`config.mk`:
```
export PLATFORM = sky130hd
export DESIGN_NAME = branch_sched
export DESIGN_NICKNAME = d
export VERILOG_FILES = /design/src/rtl/branch_sched.sv
export SDC_FILE = /design/constraint.sdc
export NUM_CORES = 1
export LEC_CHECK = 0
export CORE_ASPECT_RATIO = 1.5
export CORE_MARGIN = 4
export CORE_UTILIZATION = 55
export CTS_BUF_LIST = sky130_fd_sc_hd__clkbuf_16
export CTS_CLUSTER_DIAMETER = 120
export DETAILED_ROUTE_END_ITERATION = 10
export DONT_BUFFER_PORTS = 1
export GPL_ROUTABILITY_DRIVEN = 0
export MAX_ROUTING_LAYER = met4
export PLACE_DENSITY = 0.73
export SYNTH_ARGS = -nofsm -noshare
export SYNTH_HDL_FRONTEND = slang
export SYNTH_SLANG_ARGS = --single-unit
```
`constraint.sdc`:
```
create_clock -name clk -period 3.3 [get_ports clk]
set_clock_uncertainty 0.2 [all_clocks]
set_input_delay 0.495 -clock clk [delete_from_list [all_inputs] [get_ports clk]]
set_output_delay 0.495 -clock clk [all_outputs]
set_load 0.01 [all_outputs]
```
`src/rtl/branch_sched.sv`:
```
// Branch resolution scheduler for the MIPS ID stage: waits for operands, evaluates, issues a one-cycle redirect.
// Optional macro BR_EXT_EN adds bne/blez/bgtz/bltz decoding; default build decodes beq/bgez only.
module branch_sched #(
  parameter int unsigned WAIT_MAX = 15
) (
  input  logic        clk,
  input  logic        rst_n,
  input  logic        br_valid,
  output logic        br_ready,
  input  logic [2:0]  br_type,
  input  logic [31:0] br_pc,
  input  logic [15:0] br_offset,
  input  logic [31:0] rs_data,
  input  logic [31:0] rt_data,
  input  logic        rs_pend,
  input  logic        rt_pend,
  input  logic        fwd_rs_valid,
  input  logic        fwd_rt_valid,
  input  logic [31:0] fwd_rs_data,
  input  logic [31:0] fwd_rt_data,
  output logic        stall,
  output logic        redir_valid,
  output logic        redir_taken,
  output logic [31:0] redir_target,
  output logic        err_timeout
);

  typedef enum logic [1:0] {S_IDLE, S_OPND, S_RESP} state_t;

  localparam logic [2:0] BT_BEQ  = 3'b000;
  localparam logic [2:0] BT_BGEZ = 3'b001;
`ifdef BR_EXT_EN
  localparam logic [2:0] BT_BNE  = 3'b010;
  localparam logic [2:0] BT_BLEZ = 3'b011;
  localparam logic [2:0] BT_BGTZ = 3'b100;
  localparam logic [2:0] BT_BLTZ = 3'b101;
`endif
  localparam logic [7:0] WAIT_LIM = 8'(WAIT_MAX);

  state_t      state_q, state_d;
  logic [2:0]  type_q, type_d;
  logic [31:0] pc_q, pc_d;
  logic [15:0] off_q, off_d;
  logic [7:0]  cnt_q, cnt_d;
  logic        br_ready_q, br_ready_d;
  logic        stall_q, stall_d;
  logic        redir_valid_q, redir_valid_d;
  logic        redir_taken_q, redir_taken_d;
  logic [31:0] redir_target_q, redir_target_d;
  logic        err_q, err_d;

  logic        need_rs, need_rt;
  logic        rs_ok, rt_ok, all_ok;
  logic [31:0] rs_val, rt_val;
  logic        op_eq, rs_neg, rs_zero, cond;
  logic [31:0] tgt_taken, tgt_fall;
  logic [7:0]  cnt_inc;

  // Forwarded data wins whenever it is offered; register data is only trusted once pend drops.
  assign rs_ok  = !rs_pend || fwd_rs_valid;
  assign rt_ok  = !rt_pend || fwd_rt_valid;
  assign rs_val = fwd_rs_valid ? fwd_rs_data : rs_data;
  assign rt_val = fwd_rt_valid ? fwd_rt_data : rt_data;

  assign op_eq   = (rs_val == rt_val);
  assign rs_neg  = rs_val[31];
  assign rs_zero = (rs_val == 32'd0);

  assign tgt_taken = pc_q + 32'd4 + {{14{off_q[15]}}, off_q, 2'b00};
  assign tgt_fall  = pc_q + 32'd8;
  assign cnt_inc   = cnt_q + 8'd1;

  // Undecoded types need no operands and evaluate not-taken on the first OPND cycle.
  always_comb begin
    need_rs = 1'b0;
    need_rt = 1'b0;
    cond    = 1'b0;
    case (type_q)
      BT_BEQ:  begin need_rs = 1'b1; need_rt = 1'b1; cond = op_eq; end
      BT_BGEZ: begin need_rs = 1'b1; cond = !rs_neg; end
`ifdef BR_EXT_EN
      BT_BNE:  begin need_rs = 1'b1; need_rt = 1'b1; cond = !op_eq; end
      BT_BLEZ: begin need_rs = 1'b1; cond = rs_neg || rs_zero; end
      BT_BGTZ: begin need_rs = 1'b1; cond = !rs_neg && !rs_zero; end
      BT_BLTZ: begin need_rs = 1'b1; cond = rs_neg; end
`endif
      default: begin need_rs = 1'b0; need_rt = 1'b0; cond = 1'b0; end
    endcase
  end

  assign all_ok = (!need_rs || rs_ok) && (!need_rt || rt_ok);

  always_comb begin
    state_d        = state_q;
    type_d         = type_q;
    pc_d           = pc_q;
    off_d          = off_q;
    cnt_d          = cnt_q;
    br_ready_d     = br_ready_q;
    stall_d        = stall_q;
    redir_valid_d  = redir_valid_q;
    redir_taken_d  = redir_taken_q;
    redir_target_d = redir_target_q;
    err_d          = err_q;
    case (state_q)
      S_IDLE: begin
        if (br_valid) begin
          type_d     = br_type;
          pc_d       = br_pc;
          off_d      = br_offset;
          cnt_d      = 8'd0;
          state_d    = S_OPND;
          br_ready_d = 1'b0;
          stall_d    = 1'b1;
        end
      end
      S_OPND: begin
        if (all_ok) begin
          redir_taken_d  = cond;
          redir_target_d = cond ? tgt_taken : tgt_fall;
          redir_valid_d  = 1'b1;
          state_d        = S_RESP;
        end else if (cnt_inc == WAIT_LIM) begin
          // This was the last permitted wait cycle: give up and fall through.
          err_d          = 1'b1;
          redir_taken_d  = 1'b0;
          redir_target_d = tgt_fall;
          redir_valid_d  = 1'b1;
          state_d        = S_RESP;
        end else begin
          cnt_d = cnt_inc;
        end
      end
      S_RESP: begin
        redir_valid_d = 1'b0;
        stall_d       = 1'b0;
        br_ready_d    = 1'b1;
        state_d       = S_IDLE;
      end
      default: begin
        redir_valid_d = 1'b0;
        stall_d       = 1'b0;
        br_ready_d    = 1'b1;
        state_d       = S_IDLE;
      end
    endcase
  end

  always_ff @(posedge clk or negedge rst_n) begin
    if (!rst_n) begin
      state_q        <= S_IDLE;
      type_q         <= 3'd0;
      pc_q           <= 32'd0;
      off_q          <= 16'd0;
      cnt_q          <= 8'd0;
      br_ready_q     <= 1'b1;
      stall_q        <= 1'b0;
      redir_valid_q  <= 1'b0;
      redir_taken_q  <= 1'b0;
      redir_target_q <= 32'd0;
      err_q          <= 1'b0;
    end else begin
      state_q        <= state_d;
      type_q         <= type_d;
      pc_q           <= pc_d;
      off_q          <= off_d;
      cnt_q          <= cnt_d;
      br_ready_q     <= br_ready_d;
      stall_q        <= stall_d;
      redir_valid_q  <= redir_valid_d;
      redir_taken_q  <= redir_taken_d;
      redir_target_q <= redir_target_d;
      err_q          <= err_d;
    end
  end

  assign br_ready     = br_ready_q;
  assign stall        = stall_q;
  assign redir_valid  = redir_valid_q;
  assign redir_taken  = redir_taken_q;
  assign redir_target = redir_target_q;
  assign err_timeout  = err_q;

endmodule

```
# --- Yosys cells after proc, flatten, opt, wreduce, memory -nomap -nowiden ---
# Cells that the tools add are included.
# Widths: inputs -> output; s select.
totals:
  elab_cells: 73
  ff_bits: 98
  input_bits: 186
  output_inout_bits: 37
op_classes:
  add_sub_neg: 4
  bitwise: 3
  n_reduce_logical: 22
  muxes: 25
  eq_ne: 8
op_table:
  columns: ["cell", "count"]
  rows:
  - ["$mux 32", 5]
  - ["$add 32x3->32 const B", 1]
  - ["$add 32x32->32", 1]
  - ["$add 32x4->32 const B", 1]
  - ["$eq 32x32->1", 1]
  - ["$mux 8", 3]
  - ["$pmux 8 s2", 1]
  - ["$reduce_and 2->1", 5]
  - ["$add 8x1->8 const B", 1]
  - ["$eq 8x4->1 const B", 1]
  - ["$mux 1", 8]
  - ["$pmux 1 s2", 4]
  - ["$mux 2", 3]
  - ["$ne 2x2->1 const B", 3]
  - ["$logic_not 1->1", 5]
  - ["$logic_or 1x1->1", 4]
  - ["$pmux 2 s2", 1]
  - ["$reduce_and 4->1", 1]
  - ["$reduce_bool 2->1", 2]
  - ["$eq 3x1->1 const B", 1]
  - ["$logic_not 3->1", 1]
  - ["$ne 3x3->1 const B", 1]
  - ["$not 1->1", 3]
  - ["$reduce_and 3->1", 1]
  - ["4 further kinds", 4]

# --- Longest topological paths before layout ---
# Gate-level depths: netlist of the first run.
logic_depth:
  word_depth: 8
  mapped_depth: 13

# --- Worst setup path after synthesis of the first run ---
# Ideal clock, no wire load.
synth_path:
  kind: "reg2reg"
  startpoint: "register off_q[15]"
  endpoint: "register redir_target_q[29] (netlist: redir_target[29])"
  stages_incl_launch_ff: 10
  slack_ns: 0.177
  setup_time_ns: 0.124
  t_arrival_ns: 2.799
  t_required_ns: 2.976
  n_path_buf: 1
  path_cell_list: "dfrtp_1 -> ha_1 -> ha_1 -> buf_2 -> nand2_1 -> or3_1 -> or4_1 -> a32oi_1 -> xor2_1 -> a211o_1"
synth_between:
  elab_chain_len: 3
synth_lines:
  columns: ["element", "line_no", "rtl"]
  rows:
  - ["start: declaration", "43", "logic [15:0] off_q, off_d;"]
  - ["start signal: assignment", "154", "off_q <= 16'd0;"]
  - ["start signal: assignment", "166", "off_q <= off_d;"]
  - ["$add 32x32->32", "69", "assign tgt_taken = pc_q + 32'd4 + {{14{off_q[15]}}, off_q, 2'b00};"]
  - ["$mux 32", "120", "redir_target_d = cond ? tgt_taken : tgt_fall;"]
  - ["$mux 32", "118", "if (all_ok) begin"]
  - ["end signal: assignment", "172", "redir_target_q <= redir_target_d;"]
  - ["end: declaration", "49", "logic [31:0] redir_target_q, redir_target_d;"]
# No other way between the ends.
# A chain may end at the register's enable or synchronous reset.

# --- Worst setup path in the final report of the first run ---
layout_path:
  startpoint: "register pc_q[3]"
  endpoint: "register redir_target_q[29] (netlist: redir_target[29])"
layout_between:
  elab_chain_len: 4
  elab_cells_between_ends: 6
  classes_between: "add/sub: 3; mux: 3"
layout_lines:
  columns: ["element", "line_no", "rtl"]
  rows:
  - ["start: declaration", "42", "logic [31:0] pc_q, pc_d;"]
  - ["start signal: assignment", "165", "pc_q <= pc_d;"]
  - ["$add 32x3->32", "69", null]
  - ["$add 32x32->32", "69", null]
  - ["$mux 32", "120", null]
  - ["$mux 32 *", "118", null]
# Mark *: on every way between the ends. The rest lies on a longest branch, timed or not. The select of a mux whose other input is x is not followed.

==> results.cfg, run 1 <==
[run_status]
run_status = finished clean

[final_layout]
finalCoreUtilization = 0.617
antenna-diode-count = 0
final_layout_size_suffix_gt1_frac = 0.0928
nFillCells = 1200
nNetsFinal = 1147
area_delta_synth_final_pct = 9.05

[timing]
final_critical_path_setup_slack_ns = 0.149
unrepaired_setup_endpoints_after_global_routing = false
maxSlewHeadroom = 0.624
setup_tns_final_ns = 0
final_period_minus_worst_setup_slack_ns = 3.15
clock.fmax_ghz = 0.317
setup_viol_count_final = 0
hold_ws_ns = 0.0275
max_transition_viols_final = 0
finalHoldViolCount = 0
max_slew.worst_pin.slew_ns = 0.565
share_of_the_clock_period_used_by_the_worst_path = 0.955

[global_routing]
grt_antenna_before_repair = 0
groute.usage.overall = 0.274
first_global_vias = 6599
grt_start_max_net_pins = 99
globalRouteOverflowTotal = 0
grt_pass1_wl_mm = 34.2

[worst_setup_path]
worst_setup_path_start_kind = flop
timing.critical_path.to_type = flop
required_ns = 3.35
critical_path_class = reg2reg
worst-path-max-fanout = 2
critical_path_arrival_ns = 3.20

[synth]
yosys.area_share.adder = 0.100
syn-num-nets = 1137
asyncSetResetFlopFracSynth = 1.00
synth-simple-area-share = 0.211
synth_area_per_cell_um2 = 8.64
synth_top_family_by_area = simple AND/OR/NAND/NOR gates
post_synth_edffs = 0
yosys_register_bits = 98
synth-warning-count = 0
multiplexer_share_of_the_synthesized_area = 0.100
netlist_area_um2 = 7690
syn_inst = 890
synth_xor_xnor_area_share = 0.0979
synth.yosys.seq_area_share = 0.319
number_of_distinct_library_cell_variants_in_the_gate_level_netlist_after_synthesis = 63
synth_compound_area_frac = 0.130
postSynth.topFlopCell = sky130_fd_sc_hd__dfrtp_1

[die]
die_area_um2 = 16000
num_rows = 52
initial_utilization = 0.566
placeable_core_region_um2 = 13600
top_level_ports = 223
fp.dieH_um = 153
floorplan.die.width_um = 105

[clocking]
clock_sink_count = 98
clk_transition_reported_paths_ns = 0.09
cts_htree_levels = 3
cts_root_buf = sky130_fd_sc_hd__clkbuf_16
number_of_cts_inserted_buffers = 9
clk-insertion-delay-late_ns = 0.37
ctsLongestPathBuffers = 2
tritoncts = done

[job]
drv.max_cap_violation_count = 0

[drt]
wl_per_cell_um = 20.1
firstDrtPassIters = 5
route.detailed.drc = 0
ant_nets = 0
drtIter0Drc = 415
vias_per_cell = 6.10
detailroute.via_count = 6512
routed_wl_mm = 21.4

[power_and_ir_drop]
worst_ir_drop_vdd_uv = 535
power_per_cell_area_nw_per_um2 = 1090
power_leakage_nw = 4.02

[place]
hpwlAfterDp_mm = 16.7
post-place-ws_ns = 0.125
placement.io_buffers = 0

[min_path]
hold_class = in2reg
[registers in the layout, summed over array words and instances (netlist names)]
name,count
err_timeout,1
stall,1
type_q,3
redir_target,32
off_q,16
redir_valid,1
redir_taken,1
state_q,2
br_ready,1
cnt_q,8
pc_q,32
[stage by stage]
stage | instances | cell area, um2 | power, mW
5_1_grt | 1067 | 8390 | 9.98
3_5_place_dp | 1046 | 7940 | 7.78
3_3_place_gp | 1046 | 7940 | 7.68
2_1_floorplan | 890 | 7690 | 6.28
4_1_cts | 1064 | 8300 | 8.98
6_report | 1067 | 8390 | 9.15
[path summary, 6_finish.rpt]
check                      slack, ns  cells after the start                      endpoint                 start
max in group asynchronous       1.91                      2         off_q[15]$_DFFE_PN0P_                 rst_n
max reg2reg                     0.15                     11  redir_target[29]$_DFFE_PN0P_   pc_q[3]$_DFFE_PN0P_
max                             0.15                     11  redir_target[29]$_DFFE_PN0P_   pc_q[3]$_DFFE_PN0P_
min reg2reg                     0.29                      2          off_q[7]$_DFFE_PN0P_  off_q[7]$_DFFE_PN0P_
min in group asynchronous       0.56                      2          pc_q[17]$_DFFE_PN0P_                 rst_n
min                             0.03                      2         type_q[2]$_DFFE_PN0P_            br_type[2]
[worst max-delay path, stage by stage, from the launching register on]
cell and delay, ns:
sky130_fd_sc_hd__dfrtp_1 0.39, sky130_fd_sc_hd__ha_1 0.32, sky130_fd_sc_hd__ha_4 0.15, sky130_fd_sc_hd__fa_2 0.21
sky130_fd_sc_hd__a21oi_1 0.09, sky130_fd_sc_hd__nand4b_1 0.26, sky130_fd_sc_hd__a21oi_2 0.24, sky130_fd_sc_hd__nor3_2 0.08
sky130_fd_sc_hd__or4_1 0.49, sky130_fd_sc_hd__a32oi_1 0.22, sky130_fd_sc_hd__xor2_1 0.09, sky130_fd_sc_hd__a211o_1 0.29
[Yosys cell counts, types with 3 or more instances]
| cell | n | area (um2) |
|---|---|---|
| sky130_fd_sc_hd__nand2b_1 | 8 | 50.1 |
| sky130_fd_sc_hd__a22o_1 | 3 | 26.3 |
| sky130_fd_sc_hd__nand2_1 | 201 | 754 |
| sky130_fd_sc_hd__a31oi_1 | 6 | 37.5 |
| sky130_fd_sc_hd__buf_6 | 6 | 67.6 |
| sky130_fd_sc_hd__o21bai_1 | 4 | 30.0 |
| sky130_fd_sc_hd__or2_2 | 3 | 18.8 |
| sky130_fd_sc_hd__nor4_1 | 3 | 18.8 |
| sky130_fd_sc_hd__inv_1 | 20 | 75.1 |
| sky130_fd_sc_hd__nor2b_1 | 4 | 25.0 |
| sky130_fd_sc_hd__o21ai_0 | 32 | 160 |
| sky130_fd_sc_hd__clkbuf_1 | 15 | 56.3 |
| sky130_fd_sc_hd__nand4_1 | 20 | 125 |
| sky130_fd_sc_hd__and3_1 | 12 | 75.1 |
| sky130_fd_sc_hd__dfrtp_1 | 97 | 2430 |
| sky130_fd_sc_hd__buf_4 | 8 | 60.1 |
| sky130_fd_sc_hd__mux2i_1 | 76 | 761 |
| sky130_fd_sc_hd__a21oi_1 | 40 | 200 |
| sky130_fd_sc_hd__or3_1 | 3 | 18.8 |
| sky130_fd_sc_hd__xnor2_1 | 57 | 499 |
| sky130_fd_sc_hd__o31ai_1 | 5 | 37.5 |
| sky130_fd_sc_hd__a21o_1 | 14 | 105 |
| sky130_fd_sc_hd__xor2_1 | 29 | 254 |
| sky130_fd_sc_hd__o21a_1 | 3 | 22.5 |
| sky130_fd_sc_hd__o311ai_1 | 13 | 114 |
| sky130_fd_sc_hd__ha_1 | 60 | 751 |
| sky130_fd_sc_hd__nand3_1 | 38 | 190 |
| sky130_fd_sc_hd__o21ai_1 | 3 | 15.0 |
| sky130_fd_sc_hd__buf_2 | 9 | 45.0 |
| sky130_fd_sc_hd__nor3_1 | 18 | 90.1 |
| sky130_fd_sc_hd__nor2_1 | 37 | 139 |
| sky130_fd_sc_hd__and2_1 | 4 | 25.0 |
[area by class of cell]
type | count | area [um2] | share of cell area
Timing Repair Buffer | 39 | 340 | 0.0406
Tap cell | 162 | 203 | 0.0242
Clock inverter | 7 | 91.3 | 0.0109
Inverter | 21 | 78.8 | 0.00940
Clock buffer | 9 | 225 | 0.0269
Sequential cell | 98 | 2450 | 0.293
Multi-Input combinational cell | 731 | 4990 | 0.595
[layer usage]
layer  part of all wire  routed length (um)  GRT usage  up-vias
met5                  0                   0          -        -
met3              0.065                1400     0.0489       44
li1                   -                   -          -     3163
met4              0.033                 699      0.112        0
met1               0.39                8370      0.319     3077
met2               0.51               11000      0.467      228
[power breakdown]
| group | internal, mW | leakage [nW] | total, mW | switching (mW) |
|---|---|---|---|---|
| registers | 1.75 | 1.21 | 2.35 | 0.606 |
| logic | 2.41 | 2.66 | 5.71 | 3.30 |
| clock network | 0.548 | 0.152 | 1.09 | 0.546 |
| total | 4.70 | 4.02 | 9.15 | 4.45 |
[cell families (layout without fill, tap and decap cells)]
group | after synthesis | after routing
AO/OA/AOI/OAI | 145 | 145
AND/OR/NAND/NOR | 362 | 362
multiplexers | 77 | 77
flip-flops | 98 | 98
adder cells (fa/ha/maj) | 61 | 61
buffers and inverters | 61 | 76
XOR/XNOR | 86 | 86
[timing repair]
action,in CTS,in global routing
setup buffers,0,3
hold buffers,2,0
endpoints found under the hold margin,98,0
resized for setup,0,18
endpoints found under the setup margin,0,6
[placed cells by master, fill, tap and decap left out, types with 31 or more instances in the layout]
master,n
sky130_fd_sc_hd__a21oi_1,36
sky130_fd_sc_hd__buf_4,35
sky130_fd_sc_hd__dfrtp_1,96
sky130_fd_sc_hd__ha_1,56
sky130_fd_sc_hd__mux2i_1,76
sky130_fd_sc_hd__nand2_1,201
sky130_fd_sc_hd__nand3_1,38
sky130_fd_sc_hd__nor2_1,37
sky130_fd_sc_hd__o21ai_0,31
sky130_fd_sc_hd__xnor2_1,57
Note: power is estimated with default switching activity, not from simulation.
==> run 2: changes to the inputs <==
- HOLD_SLACK_MARGIN: default -> 0.03
- MAX_ROUTING_LAYER: met4 -> default
==> results.cfg, run 2 (synthesis gave the netlist of run 1 again) <==
[run_status]
run_status = finished clean

[worst_setup_path]
cp-startpoint = pc_q[3]$_DFFE_PN0P_
family_of_cells_with_the_greatest_summed_delay_on_the_critical_path = compound AO/OA/AOI/OAI gates
critical_path_top_delay_cell = sky130_fd_sc_hd__or4_1
critical-path-max-stage-delay_ns = 0.49
regToRegEndpoint = redir_target[29]$_DFFE_PN0P_
cp.buffers_inverters = 0
crit-reg2reg-launch = pc_q[3]$_DFFE_PN0P_
timing.critical_path.to_type = flop
worst-path-max-fanout = 2
required_ns = 3.35
ff2ff_path_depth = 11
critical_path_class = reg2reg
crit_chain = ha_1 > ha_4 > fa_2 > a21oi_1 > nand4b_1 > a21oi_2 > nor3_2 > or4_1 > a32oi_1 > xor2_1 > a211o_1
worst_setup_path_start_kind = flop
critical_path_arrival_ns = 3.23
cp-endpoint = redir_target[29]$_DFFE_PN0P_
wp_depth = 11
regToRegSetupSlack_ns = 0.13

[clocking]
clock_sink_count = 98
ctsLongestPathBuffers = 2
number_of_cts_inserted_buffers = 9
clk_transition_reported_paths_ns = 0.08
clk-insertion-delay-late_ns = 0.37
tritoncts = done
cts_htree_levels = 3
cts_root_buf = sky130_fd_sc_hd__clkbuf_16

[timing]
maxSlewHeadroom = 0.624
setup_tns_final_ns = 0
finalHoldViolCount = 0
max_slew.worst_pin.slew_ns = 0.564
hold_ws_ns = 0.0344
final_period_minus_worst_setup_slack_ns = 3.17
max_transition_viols_final = 0
setup_viol_count_final = 0
unrepaired_setup_endpoints_after_global_routing = false
clock.fmax_ghz = 0.315
final_critical_path_setup_slack_ns = 0.125
share_of_the_clock_period_used_by_the_worst_path = 0.962

[die]
floorplan.die.width_um = 105
top_level_ports = 223
initial_utilization = 0.566
num_rows = 52
fp.dieH_um = 153
placeable_core_region_um2 = 13600
die_area_um2 = 16000

[power_and_ir_drop]
power_leakage_nw = 4.08
finalPower_mw = 9.20
worst_ir_drop_vdd_uv = 540
power_per_cell_area_nw_per_um2 = 1080

[final_layout]
antenna-diode-count = 0
layout_commonest_cell = sky130_fd_sc_hd__nand2_1
area_delta_synth_final_pct = 10.9
final_layout_size_suffix_gt1_frac = 0.0892
nNetsFinal = 1161
layout_common_cells = 201 x sky130_fd_sc_hd__nand2_1, 96 x sky130_fd_sc_hd__dfrtp_1, 76 x sky130_fd_sc_hd__mux2i_1, 57 x sky130_fd_sc_hd__xnor2_1, 56 x sky130_fd_sc_hd__ha_1

[global_routing]
grt_pass1_wl_mm = 34.5
first_global_vias = 6621
grt_antenna_before_repair = 0
grt_start_max_net_pins = 99
groute.usage.overall = 0.269
globalRouteOverflowTotal = 0

[drt]
detailroute.via_count = 6571
vias_per_cell = 6.08
drtIter0Drc = 353
wl_per_cell_um = 20.0
routed_wl_mm = 21.6
firstDrtPassIters = 4
ant_nets = 0
route.detailed.drc = 0

[place]
hpwlAfterDp_mm = 16.7
post-place-ws_ns = 0.125
placement.io_buffers = 0

[job]
drv.max_cap_violation_count = 0

[min_path]
worst_min_delay_path_startpoint = br_pc[6]
whs_path_depth = 2
hold_class = in2reg
run 2: changes by cell type in the layout (fill, tap and decap cells not counted), sizes merged:
cell,previous run,this run
dlygate4sd3,1,15
run 2: power by group:
part	internal (mW)	total, mW	switching (mW)	leakage (nW)
Clock	0.548	1.10	0.550	0.152
Sequential	1.75	2.36	0.610	1.21
Combinational	2.43	5.75	3.31	2.72
Total	4.73	9.20	4.47	4.08
run 2: worst reg2reg max path, stage by stage (launching register included):
cell,delay (ns)
sky130_fd_sc_hd__dfrtp_1,0.40
sky130_fd_sc_hd__ha_1,0.32
sky130_fd_sc_hd__ha_4,0.15
sky130_fd_sc_hd__fa_2,0.22
sky130_fd_sc_hd__a21oi_1,0.09
sky130_fd_sc_hd__nand4b_1,0.26
sky130_fd_sc_hd__a21oi_2,0.23
sky130_fd_sc_hd__nor3_2,0.08
sky130_fd_sc_hd__or4_1,0.49
sky130_fd_sc_hd__a32oi_1,0.22
sky130_fd_sc_hd__xor2_1,0.09
sky130_fd_sc_hd__a211o_1,0.30
run 2: through the flow:
stage	cells	instance area, um2	util
CTS	1078	8440	0.621
global placement	1046	7940	0.584
floorplan	890	7690	-
detailed placement	1046	7940	0.584
finish	1081	8530	0.627
global route	1081	8530	0.627
run 2: how the worst min path moves through the flow:
| stage | slack [ns] | end |
|---|---|---|
| after floorplan | -0.0006 | cnt_q[0]$_DFFE_PN0P_ |
| after detailed placement | 0.003 | off_q[10]$_DFFE_PN0P_ |
| after global placement | 0.004 | off_q[12]$_DFFE_PN0P_ |
| after CTS | 0.03 | pc_q[6]$_DFFE_PN0P_ |
| final | 0.03 | pc_q[6]$_DFFE_PN0P_ |
| after global routing | 0.04 | off_q[3]$_DFFE_PN0P_ |
run 2: what timing repair did:
action | CTS | global route
buffers inserted | 0 | 3
endpoints found under the hold margin | 112 | 0
gates resized for setup | 0 | 17
endpoints found under the setup margin | 0 | 6
hold buffers | 16 | 0
run 2: final cells by class:
| type | instances | area, um2 |
|---|---|---|
| clock buffers | 9 | 225 |
| flip-flops and latches | 98 | 2450 |
| clock inverters | 7 | 91.3 |
| well taps | 162 | 203 |
| inverters | 21 | 78.8 |
| fillers | 1185 | 5070 |
| multi-input cells | 731 | 5000 |
| repair buffers | 53 | 480 |
run 2: per-layer routing:
| metal | part of all wire | vias to the layer above | GRT usage |
|---|---|---|---|
| met4 | 0.033 | 0 | 0.113 |
| met3 | 0.060 | 40 | 0.0506 |
| met1 | 0.39 | 3124 | 0.323 |
| met5 | 0 | - | 0 |
| met2 | 0.51 | 215 | 0.469 |
| li1 | - | 3192 | - |
